===== config.mk =====
export PLATFORM = sky130hd
export DESIGN_NAME = fetch_sequencer
export DESIGN_NICKNAME = d
export VERILOG_FILES = /design/src/rtl/fetch_sequencer.sv
export SDC_FILE = /design/constraint.sdc
export NUM_CORES = 1
export LEC_CHECK = 0
export CAP_MARGIN = 10
export CORE_MARGIN = 3
export CORE_UTILIZATION = 43
export DETAILED_ROUTE_END_ITERATION = 7
export GPL_ROUTABILITY_DRIVEN = 0
export HOLD_SLACK_MARGIN = 0.12
export PLACE_DENSITY = 0.82
export SLEW_MARGIN = 20
export SYNTH_ARGS = -nofsm -noshare
export SYNTH_HDL_FRONTEND = slang
export SYNTH_SLANG_ARGS = --single-unit

===== constraint.sdc =====
create_clock -name clk -period 1.7 [get_ports clk]
set_input_delay 0.17 -clock clk [delete_from_list [all_inputs] [get_ports clk]]
set_output_delay 0.17 -clock clk [all_outputs]
set_load 0.01 [all_outputs]

===== src/rtl/fetch_sequencer.sv =====
// fetch_sequencer
//   Owns the program counter and runs one instruction-memory fetch at a time,
//   handing each fetched word to decode over a valid/ready handshake. A taken
//   branch (pc_write_enabled) redirects the PC and squashes any in-flight or
//   held instruction.
//
// Ports
//   clk, rst_n                  clock, asynchronous active-low reset
//   stall                       holds off the start of a new fetch (IDLE only)
//   pc_write_enabled            branch taken: load dest_address into the PC
//   dest_address [ADDR_W]       branch target
//   imem_req / imem_addr        fetch request, held with stable address until ack
//   imem_ack / imem_rdata       memory response and fetched word
//   instr_valid / instr /
//   instr_pc                    live instruction presented to decode
//   instr_ready                 decode accepts instr this cycle
//   fault                       (FETCH_WRAP_TRAP_EN only) wrap trap taken
//
// Build option
//   FETCH_WRAP_TRAP_EN: capturing an instruction at pc = all-ones raises fault
//   and parks the sequencer in HALT until reset. Without it the PC wraps to 0.
//
// state   | meaning
// --------+---------------------------------------------------------------
// IDLE    | no request outstanding; start one next cycle unless stalled
// REQ     | request live at imem_addr = pc, waiting for imem_ack
// DRAIN   | request squashed by a redirect; wait for its ack, drop the data
// DELIVER | instr/instr_pc valid, waiting for instr_ready
// HALT    | wrap trap taken; no fetches, redirects ignored (trap build only)

module fetch_sequencer #(
  parameter int                ADDR_W       = 16,
  parameter int                INSTR_W      = 16,
  parameter logic [ADDR_W-1:0] RESET_VECTOR = 16'h0000
) (
  input  logic               clk,
  input  logic               rst_n,
  input  logic               stall,
  input  logic               pc_write_enabled,
  input  logic [ADDR_W-1:0]  dest_address,
  output logic               imem_req,
  output logic [ADDR_W-1:0]  imem_addr,
  input  logic               imem_ack,
  input  logic [INSTR_W-1:0] imem_rdata,
  output logic               instr_valid,
  output logic [INSTR_W-1:0] instr,
  output logic [ADDR_W-1:0]  instr_pc,
`ifdef FETCH_WRAP_TRAP_EN
  output logic               fault,
`endif
  input  logic               instr_ready
);

  localparam logic [2:0] S_IDLE    = 3'd0;
  localparam logic [2:0] S_REQ     = 3'd1;
  localparam logic [2:0] S_DRAIN   = 3'd2;
  localparam logic [2:0] S_DELIVER = 3'd3;
`ifdef FETCH_WRAP_TRAP_EN
  localparam logic [2:0] S_HALT    = 3'd4;
`endif

  localparam logic [ADDR_W-1:0] PC_ONE = ADDR_W'(1);

  logic [2:0]         state_q, state_d;
  logic [ADDR_W-1:0]  pc_q, pc_d;
  logic [ADDR_W-1:0]  drain_addr_q, drain_addr_d;
  logic [INSTR_W-1:0] instr_q, instr_d;
  logic [ADDR_W-1:0]  instr_pc_q, instr_pc_d;
  logic               redirect;
  logic               done_state;

`ifdef FETCH_WRAP_TRAP_EN
  logic fault_q, fault_d;
  // Once the trap is taken the PC is frozen against branches as well.
  assign redirect   = pc_write_enabled & ~fault_q;
  assign done_state = fault_q;
`else
  assign redirect   = pc_write_enabled;
  assign done_state = 1'b0;
`endif

  always_comb begin
    state_d      = state_q;
    pc_d         = pc_q;
    drain_addr_d = drain_addr_q;
    instr_d      = instr_q;
    instr_pc_d   = instr_pc_q;
`ifdef FETCH_WRAP_TRAP_EN
    fault_d      = fault_q;
`endif
    case (state_q)
      S_IDLE: begin
        if (redirect) begin
          pc_d = dest_address;
        end else if (!stall) begin
          state_d = S_REQ;
        end
      end
      S_REQ: begin
        if (redirect) begin
          pc_d = dest_address;
          if (imem_ack) begin
            state_d = S_IDLE;
          end else begin
            // The memory still owes us a response for the old address, so keep
            // presenting it while pc already carries the branch target.
            state_d      = S_DRAIN;
            drain_addr_d = pc_q;
          end
        end else if (imem_ack) begin
          instr_d    = imem_rdata;
          instr_pc_d = pc_q;
          pc_d       = pc_q + PC_ONE;
          state_d    = S_DELIVER;
`ifdef FETCH_WRAP_TRAP_EN
          if (&pc_q) fault_d = 1'b1;
`endif
        end
      end
      S_DRAIN: begin
        if (redirect) pc_d = dest_address;
        if (imem_ack) state_d = S_IDLE;
      end
      S_DELIVER: begin
        if (redirect) begin
          pc_d    = dest_address;
          state_d = S_IDLE;
        end else if (instr_ready) begin
`ifdef FETCH_WRAP_TRAP_EN
          state_d = done_state ? S_HALT : S_IDLE;
`else
          state_d = done_state ? S_DELIVER : S_IDLE;
`endif
        end
      end
`ifdef FETCH_WRAP_TRAP_EN
      S_HALT: begin
        state_d = S_HALT;
      end
`endif
      default: begin
        state_d = S_IDLE;
      end
    endcase
  end

  always_ff @(posedge clk or negedge rst_n) begin
    if (!rst_n) begin
      state_q      <= S_IDLE;
      pc_q         <= RESET_VECTOR;
      drain_addr_q <= RESET_VECTOR;
      instr_q      <= '0;
      instr_pc_q   <= '0;
`ifdef FETCH_WRAP_TRAP_EN
      fault_q      <= 1'b0;
`endif
    end else begin
      state_q      <= state_d;
      pc_q         <= pc_d;
      drain_addr_q <= drain_addr_d;
      instr_q      <= instr_d;
      instr_pc_q   <= instr_pc_d;
`ifdef FETCH_WRAP_TRAP_EN
      fault_q      <= fault_d;
`endif
    end
  end

  assign imem_req    = (state_q == S_REQ) || (state_q == S_DRAIN);
  assign imem_addr   = (state_q == S_DRAIN) ? drain_addr_q : pc_q;
  assign instr_valid = (state_q == S_DELIVER);
  assign instr       = instr_q;
  assign instr_pc    = instr_pc_q;
`ifdef FETCH_WRAP_TRAP_EN
  assign fault       = fault_q;
`endif

endmodule


# Yosys cells after proc, flatten, opt, wreduce, memory -nomap -nowiden
# Index checks and enable logic that the tools add are counted.
[word_totals]
regBits = 67
inputBits = 38
out_inout_bits = 50
elab_cells = 39
[classes]
addsub = 1
n_eq_ne = 9
mux = 14
bitwise = 2
n_reduce_logical = 8
[op_table]
columns = ["op", "count"]
rows = [
  ["$mux W16", 4],
  ["$pmux W16 S2", 1],
  ["$mux W3", 7],
  ["$add A16 B1 Y16 const B", 1],
  ["$pmux W3 S4", 1],
  ["$reduce_and A3 Y1", 3],
  ["$eq A3 B2 Y1 const B", 2],
  ["$ne A2 B2 Y1 const B", 3],
  ["$reduce_and A5 Y1", 1],
  ["$eq A3 B1 Y1 const B", 1],
  ["$logic_not A3 Y1", 1],
  ["$ne A3 B2 Y1 const B", 1],
  ["$ne A3 B3 Y1 const B", 1],
  ["$reduce_or A3 Y1", 1],
  ["$mux W2", 1],
  ["$ne A2 B1 Y1 const B", 1],
  ["$not A1 Y1", 2],
  ["$reduce_bool A2 Y1", 1],
  ["$logic_or A1 B1 Y1", 1],
]

# Depth between registers and ports, before layout
# Gate-level depths: netlist (run 1).
[logic_depth]
depth_word = 4
ltp_mapped = 8
ltp_nobuf = 6

# Least setup slack after synthesis (run 1)
# Ideal clock, no wire load.
[synth_timing]
path_kind = "register to output"
from = "register state_q[0]"
to = "output port imem_addr[10]"
arrival_time_ns = 1.525
t_required_ns = 1.530
setup_slack_ns = 0.005
path_stages_with_launch = 6
path_buffers = 2
path_cell_list = "dfrtp_1 > inv_1 > ha_1 > buf_2 > buf_1 > mux2_2"
[synth_between]
elab_chain_len = 2
[synth_lines]
columns = ["item", "line", "text"]
rows = [
  ["from (decl)", "64", "logic [2:0] state_q, state_d;"],
  ["from (signal assigned)", "158", "state_q <= state_d;"],
  ["$eq A3 B2 Y1", "170", "assign imem_addr = (state_q == S_DRAIN) ? drain_addr_q : pc_q;"],
  ["$mux W16", "170", ""],
  ["to (decl)", "42", "output logic [ADDR_W-1:0] imem_addr,"],
]
# Every way passes these cells.

# Final worst setup path (run 1)
[layout_timing]
from = "register state_q[0]"
to = "output port imem_addr[5]"
# Same word-level chain as after synthesis.

==> metrics.log, run 1 <==
INFO  metric worst_path_max_delay_cell = dfrtp_1
INFO  metric cts_made_buffers = 9
INFO  metric synth.distinct_cells = 37
INFO  metric grt.met1_usage = 25.6%
INFO  metric cts_num_sinks = 66
INFO  metric final_core_utilization = 70.3%
INFO  metric via_per_inst = 5.45
INFO  metric finalMaxSlewViolations = 0
INFO  metric grt_use_met3 = 8.61%
INFO  metric final-setup-viol-count = 15
INFO  metric violated_checks = negative setup slack
INFO  metric placement.io_buffers = 87
INFO  metric netSwitchingPower = 3.36 mW
INFO  metric route.detailed.wl_per_inst = 17.9 um
INFO  metric vdd_drop_max = 1.03 mV
INFO  metric path_delay_family = flip-flops
INFO  metric cts_max_level = 3
INFO  metric power.clock.fraction = 13.5%
INFO  metric regToRegEndpoint = pc_q[5]$_DFFE_PN0P_
INFO  metric initial_core_util = 45.8%
INFO  metric syn_nets = 316
INFO  metric hpwlAfterDp = 6060 um
INFO  metric num_io_pins = 88
INFO  metric cp_slowest_stage_delay = 0.40 ns
INFO  metric worstPathRequired = 1.53 ns
INFO  metric grt_most_used_layer = met2
INFO  metric path_buf_inv = 3
INFO  metric postLayoutSetupSlackWorst = -0.0524 ns
INFO  metric routed_wirelength = 8860 um
INFO  metric layout-area-overhead-vs-synth = 53.7%
INFO  metric grt_pass1_wl = 14200 um
INFO  metric worstSetupEndpointType = primary output
INFO  metric maxClockFrequency = 571 MHz
INFO  metric layout.cells.most_common_list = clkdlybuf4s50_1 (68), dfrtp_1 (63), mux2_2 (47)
INFO  metric r2r_start = state_q[1]$_DFFE_PN0P_
INFO  metric critical_path_depth = 5
INFO  metric worst-endpoint-arrival = 1.58 ns
INFO  metric fp.coreArea = 6980 um2
INFO  metric worst_slew_margin_rel = 76.0%
INFO  metric clock_tree.buffer_depth = 2
INFO  metric setup.reg_to_reg.worst_slack = 0.01 ns
INFO  metric internal_power = 6.15 mW
INFO  metric detailed_routing_iterations_pass_1 = 4
INFO  metric ys_ff_latch = 66
INFO  metric fin_crit_sh = 103%
INFO  metric groute.layer.met2.usage = 36.1%
INFO  metric yosys_warnings = 0
INFO  metric clock_root_buffer_master = clkbuf_8
INFO  metric criticalPathCategory = register to primary output
INFO  metric die_height = 92.2 um
INFO  metric ys_seq_area_share = 51.7%
INFO  metric grt_start_max_net_pins = 67
INFO  metric first_global_vias = 2866
INFO  metric timing.final.hold_violations = 0
INFO  metric hp-class = input port to asynchronous set/reset pin
INFO  metric num_antenna_cells = 0
INFO  metric grt_util_all_layers = 21.5%
INFO  metric syn_area_per_cell = 11.7 um2
INFO  metric die_width = 92.2 um
INFO  metric critical_path.cell_chain = inv_2, ha_4, buf_8, mux2_4, buf_6
INFO  metric grt_setup_unrepaired = yes
INFO  metric die_area = 8500 um2
INFO  metric p_total = 9.51 mW
INFO  metric antenna_found_initial = 0
INFO  metric cp-start-kind = register
INFO  metric seq_power_share = 31.8%
INFO  metric timing.critical_path.fanout_max = 7
INFO  metric power.combinational.fraction = 54.6%
INFO  metric postRouteAntennaNets = 0
INFO  metric drv_cap = 0
INFO  metric netSwitchingFraction = 35.3%
INFO  metric final.setup_skew = 0.00911 ns
INFO  metric p_leak = 2.10 nW
INFO  metric grt.overflow.total = 0
INFO  metric placement_rows = 30
INFO  metric cts.reportedPaths.clkPinSlew = 0.07 ns
INFO  metric worstMarginPinSlew = 0.361 ns
INFO  metric launching_element_of_the_worst_setup_path = state_q[0]$_DFFE_PN0P_
INFO  metric drtIter0Drc = 188
INFO  metric routed_vias = 2705
INFO  metric fin_nets = 440
INFO  metric layout_min_cycle_time = 1.75 ns
INFO  metric layout_commonest_cell = clkdlybuf4s50_1
INFO  metric worst_skew_pair.late_latency = 0.35 ns
INFO  metric status = complete, but fails checks
INFO  metric power_density = 1940 nW/um2
INFO  metric postSynthCellCount = 272
INFO  metric final_layout_size_suffix_gt1_share = 41.5%
INFO  metric route.detailed.drc = 0
INFO  metric post_synth_instance_area = 3200 um2
INFO  metric tritoncts = done
INFO  metric endpoint = imem_addr[5]
INFO  metric depth_of_the_most_critical_reg_to_reg_path = 7
==> Yosys cell counts (all sizes together) <==
library cell   n  area [um2]
o311ai         1        8.76
and4           2        18.8
nand2         21        81.3
o22ai          8        50.1
nand3         12        70.1
mux2          62         698
a22o           2        17.5
nor4           5        31.3
a21boi         1        7.51
a31oi          2        12.5
a311oi         2        17.5
o21ai         11        55.1
dfrtp         66        1650
nor2b          2        12.5
o311a          1        10.0
nor2          10        37.5
inv            5        18.8
nand4          3        18.8
a21o           1        7.51
ha             6        75.1
or3            2        12.5
and3           1        6.26
clkbuf         1        3.75
nor3           3        15.0
and2           1        6.26
a2bb2oi        4        35.0
o31ai          4        30.0
a21oi         13        65.1
buf           17         101
nand2b         2        12.5
a211oi         1        7.51
==> worst reg2reg max path, delay by kind of cell, from the launching register on <==
family	cells	cell delay (ns)
AOI/OAI and AO/OA	2	0.26
adders and majority gates	1	0.16
buffers and inverters	2	0.29
DFF	1	0.45
and+or+nand+nor	2	0.47
==> metrics by stage <==
step | instances | area (um2) | setup WS, ns | TNS [ns] | hold slack (ns)
final | 496 | 4910 | -0.0524 | -0.496 | 0.355
after CTS | 491 | 4740 | -0.0682 | -1.07 | 0.387
after global placement | 474 | 4400 | -0.132 | -1.35 | 0.215
after detailed placement | 474 | 4400 | -0.141 | -2.95 | 0.221
after global routing | 496 | 4910 | -0.111 | -1.68 | 0.392
after floorplan | 272 | 3200 | 0.00466 | 0 | -0.126
==> kinds of logic (layout without fill, tap and decap cells) <==
kind of cell               Yosys count  after routing  share of synthesized area (%)
DFF                                 66             66                           51.7
and+or+nand+nor                     64             64                           10.1
adders and majority gates            6              6                           2.35
AOI/OAI and AO/OA                   51             51                           10.1
muxes                               62             62                           21.8
buffers and inverters               23            151                           3.88
==> power by group through the flow <==
stage | clock, mW | sequential [mW] | combinational, mW
finish | 1.29 | 3.03 | 5.20
detailed placement | 0 | 2.99 | 4.58
floorplan | 0 | 3.01 | 2.17
global placement | 0 | 2.94 | 4.43
global route | 1.41 | 3.15 | 5.58
CTS | 1.32 | 2.99 | 4.91
==> cell type report <==
type / count / area (um2)
well taps: 96 / 120
repair buffers: 131 / 1300
clock buffers: 12 / 145
flip-flops and latches: 66 / 1660
clock inverters: 3 / 40.0
fillers: 525 / 2070
multi-input cells: 183 / 1640
inverters: 5 / 18.8
==> routing by layer <==
metal	vias to the layer above	share of wire, %
li1	1243	-
met1	1321	40
met2	125	50
met3	16	8.0
met4	0	1.7
met5	-	0
==> worst min-delay path by stage <==
| stage | endpoint | start | cells past startpoint | slack, ns |
|---|---|---|---|---|
| floorplan | drain_addr_q[0]$_DFFE_PN0P_ | rst_n | 0 | -0.13 |
| global route | instr_pc[9]$_DFFE_PN0P_ | rst_n | 3 | 0.39 |
| CTS | instr[9]$_DFFE_PN0P_ | rst_n | 3 | 0.39 |
| global placement | instr_pc[9]$_DFFE_PN0P_ | rst_n | 2 | 0.21 |
| finish | instr_pc[9]$_DFFE_PN0P_ | rst_n | 3 | 0.36 |
| detailed placement | instr_pc[9]$_DFFE_PN0P_ | rst_n | 2 | 0.22 |
==> state kept, by name, indices dropped and copies added, names as in the netlist <==
signal        cells
instr            16
state_q           2
drain_addr_q     16
pc_q             16
instr_pc         16
==> what timing repair did <==
| item | 4_1_cts | 5_1_grt |
|---|---|---|
| pin swaps | 1 | 9 |
| endpoints found under the hold margin | 66 | 0 |
| gates cloned | 0 | 1 |
| resized for setup | 117 | 31 |
| endpoints found under the setup margin | 60 | 63 |
| hold buffers | 1 | 0 |
| buffers inserted | 1 | 4 |
Power figures use the tool's default switching activity.
==> run 2, diff against run 1 <==
Settings changed: HOLD_SLACK_MARGIN 0.12 to not set.
==> results of run 2 <==
Same layout as run 1: the final DEF is identical, and so are final timing and power.
==> run 3, diff against run 2 <==
Settings changed: CORE_ASPECT_RATIO set to 0.9, GPL_TIMING_DRIVEN set to 0.
==> run 3 against run 2 <==
  * The flow still finishes with violations (negative setup slack)
  * Worst hold slack got worse by 0.14 ns
  * Global-route usage decreased by 1.1 points
  * Register-to-register slack got worse by 0.14 ns
  * Largest power group unchanged
==> metrics.log, run 3 (synthesis results as in run 1) <==
INFO  metric antenna_found_initial = 0 (unchanged)
INFO  metric path_delay_family = flip-flops
INFO  metric initial_core_util = 44.7% (-1.1 points)
INFO  metric critical_path.cell_chain = ha_4, buf_12, buf_4, mux2_4, buf_6
INFO  metric postLayoutSetupSlackWorst = -0.156 ns (-0.104 ns)
INFO  metric postRouteAntennaNets = 0 (unchanged)
INFO  metric grt_most_used_layer = met2
INFO  metric layout-area-overhead-vs-synth = 53.8% (about the same)
INFO  metric hpwlAfterDp = 5550 um (-8.3%)
INFO  metric maxClockFrequency = 539 MHz (-5.6%)
INFO  metric grt_start_max_net_pins = 53 (-21%)
INFO  metric timing.final.hold_violations = 0 (unchanged)
INFO  metric cts.reportedPaths.clkPinSlew = 0.07 ns (about the same)
INFO  metric cp_slowest_stage_delay = 0.46 ns (+0.06 ns)
INFO  metric grt_use_met3 = 7.09% (-1.5 points)
INFO  metric power.combinational.fraction = 51.7% (-2.9 points)
INFO  metric worstPathRequired = 1.53 ns (about the same)
INFO  metric netSwitchingPower = 3.38 mW (+0.60%)
INFO  metric routed_vias = 2711 (+0.22%)
INFO  metric cts_max_level = 3 (unchanged)
INFO  metric placement.io_buffers = 87 (unchanged)
INFO  metric route.detailed.drc = 0 (unchanged)
INFO  metric layout.cells.most_common_list = clkdlybuf4s50_1 (68), dfrtp_1 (63), mux2_2 (47)
INFO  metric detailed_routing_iterations_pass_1 = 5 (+1)
INFO  metric grt_util_all_layers = 20.4% (-1.1 points)
INFO  metric die_width = 96.9 um (+5.1%)
INFO  metric timing.critical_path.fanout_max = 4 (-3)
INFO  metric worst_slew_margin_rel = 75.3% (-0.70 points)
INFO  metric path_buf_inv = 3 (unchanged)
INFO  metric worst-endpoint-arrival = 1.69 ns (+0.11 ns)
INFO  metric clock_root_buffer_master = clkbuf_8
INFO  metric worst_skew_pair.late_latency = 0.35 ns (about the same)
INFO  metric netSwitchingFraction = 34.5% (-0.76 points)
INFO  metric routed_wirelength = 8720 um (-1.6%)
INFO  metric die_height = 87.8 um (-4.8%)
INFO  metric worstMarginPinSlew = 0.367 ns (+0.00669 ns)
INFO  metric grt_pass1_wl = 13700 um (-3.9%)
INFO  metric first_global_vias = 2797 (-2.4%)
INFO  metric worst_path_max_delay_cell = dfrtp_2
INFO  metric groute.layer.met2.usage = 34.6% (-1.5 points)
INFO  metric route.detailed.wl_per_inst = 18.1 um (+1.5%)
INFO  metric power.clock.fraction = 17.9% (+4.4 points)
INFO  metric drv_cap = 0 (unchanged)
INFO  metric cp-start-kind = register
INFO  metric fin_hold_ws = 0.219 ns (-0.136 ns)
INFO  metric status = complete, but fails checks
INFO  metric final.setup_skew = 0.00654 ns (-0.00258 ns)
INFO  metric finalMaxSlewViolations = 0 (unchanged)
INFO  metric cts_made_buffers = 9 (unchanged)
INFO  metric grt.overflow.total = 0 (unchanged)
INFO  metric hp-class = input port to asynchronous set/reset pin
INFO  metric grt.met1_usage = 24.7% (-0.88 points)
INFO  metric final_core_utilization = 68.8% (-1.6 points)
INFO  metric violated_checks = negative setup slack
INFO  metric p_leak = 2.06 nW (-1.9%)
INFO  metric die_area = 8500 um2 (about the same)
INFO  metric placement_rows = 29 (-3.3%)
INFO  metric num_io_pins = 88 (unchanged)
INFO  metric tritoncts = done
INFO  metric fp.coreArea = 7150 um2 (+2.4%)
INFO  metric cts_num_sinks = 66 (unchanged)
INFO  metric layout_commonest_cell = clkdlybuf4s50_1
INFO  metric clock_tree.buffer_depth = 2 (unchanged)
INFO  metric seq_power_share = 30.5% (-1.3 points)
INFO  metric layout_min_cycle_time = 1.86 ns (+0.104 ns)
INFO  metric worstSetupEndpointType = primary output
INFO  metric grt_setup_unrepaired = yes
INFO  metric vdd_drop_max = 1.25 mV (+21%)
INFO  metric criticalPathCategory = register to primary output
INFO  metric final_layout_size_suffix_gt1_share = 39.4% (-2.1 points)
INFO  metric num_antenna_cells = 0 (unchanged)
INFO  metric final-setup-viol-count = 24 (+9)
INFO  metric fin_nets = 427 (-3.0%)
INFO  metric internal_power = 6.40 mW (+4.0%)
INFO  metric power_density = 1990 nW/um2 (+2.7%)
INFO  metric drtIter0Drc = 277 (+47%)
INFO  metric via_per_inst = 5.64 (+3.3%)
INFO  metric fin_crit_sh = 109% (+6.1 points)
INFO  metric p_total = 9.78 mW (+2.8%)
run 3: changes by cell type in the layout (fill, tap and decap cells not counted), sizes merged:
| cell | previous run | this run |
|---|---|---|
| buf | 59 | 44 |
| bufinv | 1 | 4 |
| clkbuf | 15 | 13 |
| clkinvlp | 0 | 1 |
| dlygate4sd2 | 0 | 1 |
run 3: final cells by class:
| cell class | instances | area, um2 |
|---|---|---|
| Clock buffer | 9 | 124 |
| Timing Repair Buffer | 101 | 1070 |
| Inverter | 5 | 21.3 |
| Clock inverter | 7 | 141 |
| Fill cell | 517 | 2230 |
| Sequential cell | 66 | 1660 |
| Buffer | 17 | 158 |
| Multi-Input combinational cell | 183 | 1630 |
| Tap cell | 93 | 116 |
run 3: timing repair:
item                                    in CTS  in global routing
hold endpoints to repair                    66                  0
gates cloned                                 2                  1
pin swaps                                    2                  2
setup buffers                                8                  3
endpoints found under the setup margin      62                 73
hold buffers                                 1                  0
gates resized for setup                    136                 25
run 3: path summary, 6_finish.rpt:
check / from / endpoint / slack, ns / cells after the start
max: state_q[1]$_DFFE_PN0P_ / imem_addr[15] / -0.16 / 5
min: rst_n / drain_addr_q[10]$_DFFE_PN0P_ / 0.22 / 2
max reg2reg: state_q[0]$_DFFE_PN0P_ / pc_q[15]$_DFFE_PN0P_ / -0.13 / 7
min reg2reg: drain_addr_q[14]$_DFFE_PN0P_ / drain_addr_q[14]$_DFFE_PN0P_ / 0.48 / 2
max in group asynchronous: rst_n / state_q[1]$_DFFE_PN0P_ / 0.95 / 3
min in group clk: dest_address[1] / pc_q[1]$_DFFE_PN0P_ / 0.39 / 3
run 3: power groups by stage:
stage | clock, mW | sequential [mW] | combinational (mW)
floorplan | 0 | 3.01 | 2.17
global placement | 0 | 2.91 | 4.13
detailed placement | 0 | 2.96 | 4.22
CTS | 1.77 | 2.94 | 4.86
global route | 1.85 | 3.09 | 5.42
finish | 1.75 | 2.98 | 5.05
run 3: stage by stage:
stage | area [um2] | worst slack (ns) | setup TNS (ns) | std cells
after floorplan | 3200 | 0.00466 | 0 | 272
after global placement | 4180 | -1.74 | -131.74 | 452
final | 4910 | -0.156 | -2.23 | 481
after CTS | 4800 | -0.221 | -3.34 | 479
after global routing | 4910 | -0.208 | -5.33 | 481
after detailed placement | 4210 | -0.701 | -19.06 | 453
run 3: metal layers:
layer / wire length, um / vias to the layer above
met3: 687 / 19
met5: 0 / -
met1: 3490 / 1352
met4: 155 / 0
met2: 4380 / 124
li1: - / 1216
==> RTL change, RTL diff (flow settings as in run 3) <==
Take the reset off `instr_q` and `instr_pc_q` and load them in a clocked block of their own.
--- a/src/rtl/fetch_sequencer.sv
+++ b/src/rtl/fetch_sequencer.sv
@@ -149,8 +149,6 @@
       state_q      <= S_IDLE;
       pc_q         <= RESET_VECTOR;
       drain_addr_q <= RESET_VECTOR;
-      instr_q      <= '0;
-      instr_pc_q   <= '0;
 `ifdef FETCH_WRAP_TRAP_EN
       fault_q      <= 1'b0;
 `endif
@@ -158,12 +156,15 @@
       state_q      <= state_d;
       pc_q         <= pc_d;
       drain_addr_q <= drain_addr_d;
-      instr_q      <= instr_d;
-      instr_pc_q   <= instr_pc_d;
 `ifdef FETCH_WRAP_TRAP_EN
       fault_q      <= fault_d;
 `endif
     end
+  end
+
+  always_ff @(posedge clk) begin
+    instr_q    <= instr_d;
+    instr_pc_q <= instr_pc_d;
   end
 
   assign imem_req    = (state_q == S_REQ) || (state_q == S_DRAIN);
Behaviour: differs if rst_n is asserted again (counterexample within 4 cycles, from zero or initial values and one cycle with rst_n low); with rst_n held inactive, the same outputs for 4 cycles.
==> RTL change against run 3 <==
  * The run ends with design-rule violations, negative setup slack left
  * Highest routed layer unchanged
  * Wire length rose by 2.7%
  * Sequential share of layout area increased by 3.8 points
  * Area after synthesis is 4.1% lower
  * Largest cell class unchanged
  * Power fell by 14%
  * Largest power group unchanged
  * Critical path type unchanged
  * Sequential cell count stayed put
  * Final area is 1.6% lower
  * Via count fell by 3.9%
  * Cell count shrank 6.4%
  * Worst setup slack improved by 0.0020 ns
==> RTL change: results (changes against run 3) <==
Clock network
  • Total CTS buffers: 9 (unchanged)
  • Max Root-Sink Buffers: 2 (unchanged)
  • CTS clk-pin slew, worst paths: 0.07 ns (about the same)
  • Clk_lat worst skew: 0.34 ns

Worst setup path
  • CP peak stage delay: 0.40 ns (-0.06 ns)
  • Register-to-Register Path Depth: 9 (+2)
  • FF-to-FF End: pc_q[14]
  • Critical R2R Launch: state_q[0]
  • Worst Path Max Fanout: 5 (+1)
  • Worst setup path endpoint: imem_addr[0]
  • Slowest cell on the critical path: dfrtp_1

Place
  • Placed cell count: 408 (-9.9%)
  • Post-placement worst setup slack: -0.781 ns (-0.0801 ns)
  • Placed cell area: 4080 um^2 (-3.0%)
  • Dpl hpwl: 5000 um (-9.9%)

Yosys
  • Area contributors post-synth: edfxtp_1, dfrtp_1, mux2_2, a21oi_1, ha_1
  • Post-synth EDFFs: 32 (+32)
  • Post-synth ARST share: 51.5% (-48 points)
  • Part of the Yosys area used for sequential elements: 59.1% (+7.4 points)
  • Synth Instances: 230 (-15%)
  • Post-synth cell types: 50 (+35%)
  • Synth Net Count: 274 (-13%)
  • Yosys warns: 0 (unchanged)
  • Synth cell count leaders: dfrtp_1, mux2_2, edfxtp_1

Cells and area
  • Fin cells: 450 (-6.4%)
  • Layout cell share with drive strength beyond 1: 40.8% (+1.4 points)
  • Fin nets: 399 (-6.6%)

Status
  • Violated checks: design-rule violations, negative setup slack
  • Status: finished with violations

Global routing
  • Global-route usage over all layers: 19.8% (-0.60 points)
  • Vias in the first global route: 2419 (-14%)
  • Largest net degree at the start of global routing: 19 (-64%)
  • Initial antenna violation count: 0 (unchanged)
  • First-pass GRT wire length: 12300 um (-10%)

Timing
  • Setup-failing EPs final: 27 (+13%)
  • Setup Skew: 0.00776 ns (+0.00122 ns)
  • Fin Setup TNS: -2.43 ns (-0.200 ns)
  • Hold slack: 0.346 ns (+0.127 ns)
  • Final WS setup: -0.154 ns (+0.00197 ns)
  • Least-Margin Pin Slew: 0.451 ns (+0.0833 ns)

Drt
  • Routed WL: 8960 um (+2.7%)
  • 1st-iter DRT viols: 221 (-20%)
  • Via count: 2605 (-3.9%)
  • Drt first pass iters: 7 (+2)
  • DRC Markers: 1 (+1)

Power
  • Leak pwr: 1.90 nW (-7.9%)
  • Max IR drop VDD: 0.000831 V (-34%)

Worst hold path
  • Worst hold path class: in2async
[RTL change: cell families after synthesis]
logic type / after synthesis / synth area share, %
DFF: 66 / 59.1
AOI/OAI and AO/OA: 54 / 12.0
and+or+nand+nor: 52 / 10.2
muxes: 34 / 12.4
buffers and inverters: 18 / 3.71
adders and majority gates: 6 / 2.45
[RTL change: how the worst min path moves through the flow]
| stage | end | depth (start not counted) |
|---|---|---|
| after floorplan | drain_addr_q[0] | 0 |
| after global placement | instr_pc[7] | 0 |
| after detailed placement | pc_q[0] | 1 |
| after CTS | pc_q[0] | 2 |
| after global routing | pc_q[0] | 2 |
| final | pc_q[3] | 2 |
[RTL change: where the power goes]
part | switching, mW | internal [mW]
registers | 0.524 | 2.26
clock network | 0.601 | 0.670
logic | 1.90 | 2.47
[RTL change: final cells by class]
cell class | instances | area [um^2]
plain buffers | 13 | 153
clock buffers | 9 | 124
clock inverters | 7 | 70.1
fillers | 417 | 1920
inverters | 4 | 15.0
multi-input cells | 148 | 1380
flip-flops and latches | 66 | 1820
well taps | 90 | 113
repair buffers | 113 | 1170
[RTL change: metal layers]
| metal | GRT usage (%) | up-vias | part of all wire, % |
|---|---|---|---|
| li1 | - | 1125 | - |
| met4 | 7.60 | 0 | 2.4 |
| met5 | 0 | - | 0 |
| met3 | 6.40 | 28 | 10 |
| met2 | 30.9 | 179 | 48 |
| met1 | 25.8 | 1273 | 39 |
[RTL change: what timing repair did]
action                                  CTS  global route
pin swaps                                 3             6
gates resized for setup                 121            49
endpoints found under the hold margin    16             0
gates cloned                              2             3
hold buffers                              1             0
setup buffers                            16             6
endpoints found under the setup margin   77            75
[RTL change: worst max-delay path, delay by kind of cell, from the launching register on]
family	cells	cell delay (ns)
multiplexers	1	0.30
buffers and inverters	4	0.44
adder cells (fa/ha/maj)	1	0.20
flip-flops	1	0.40
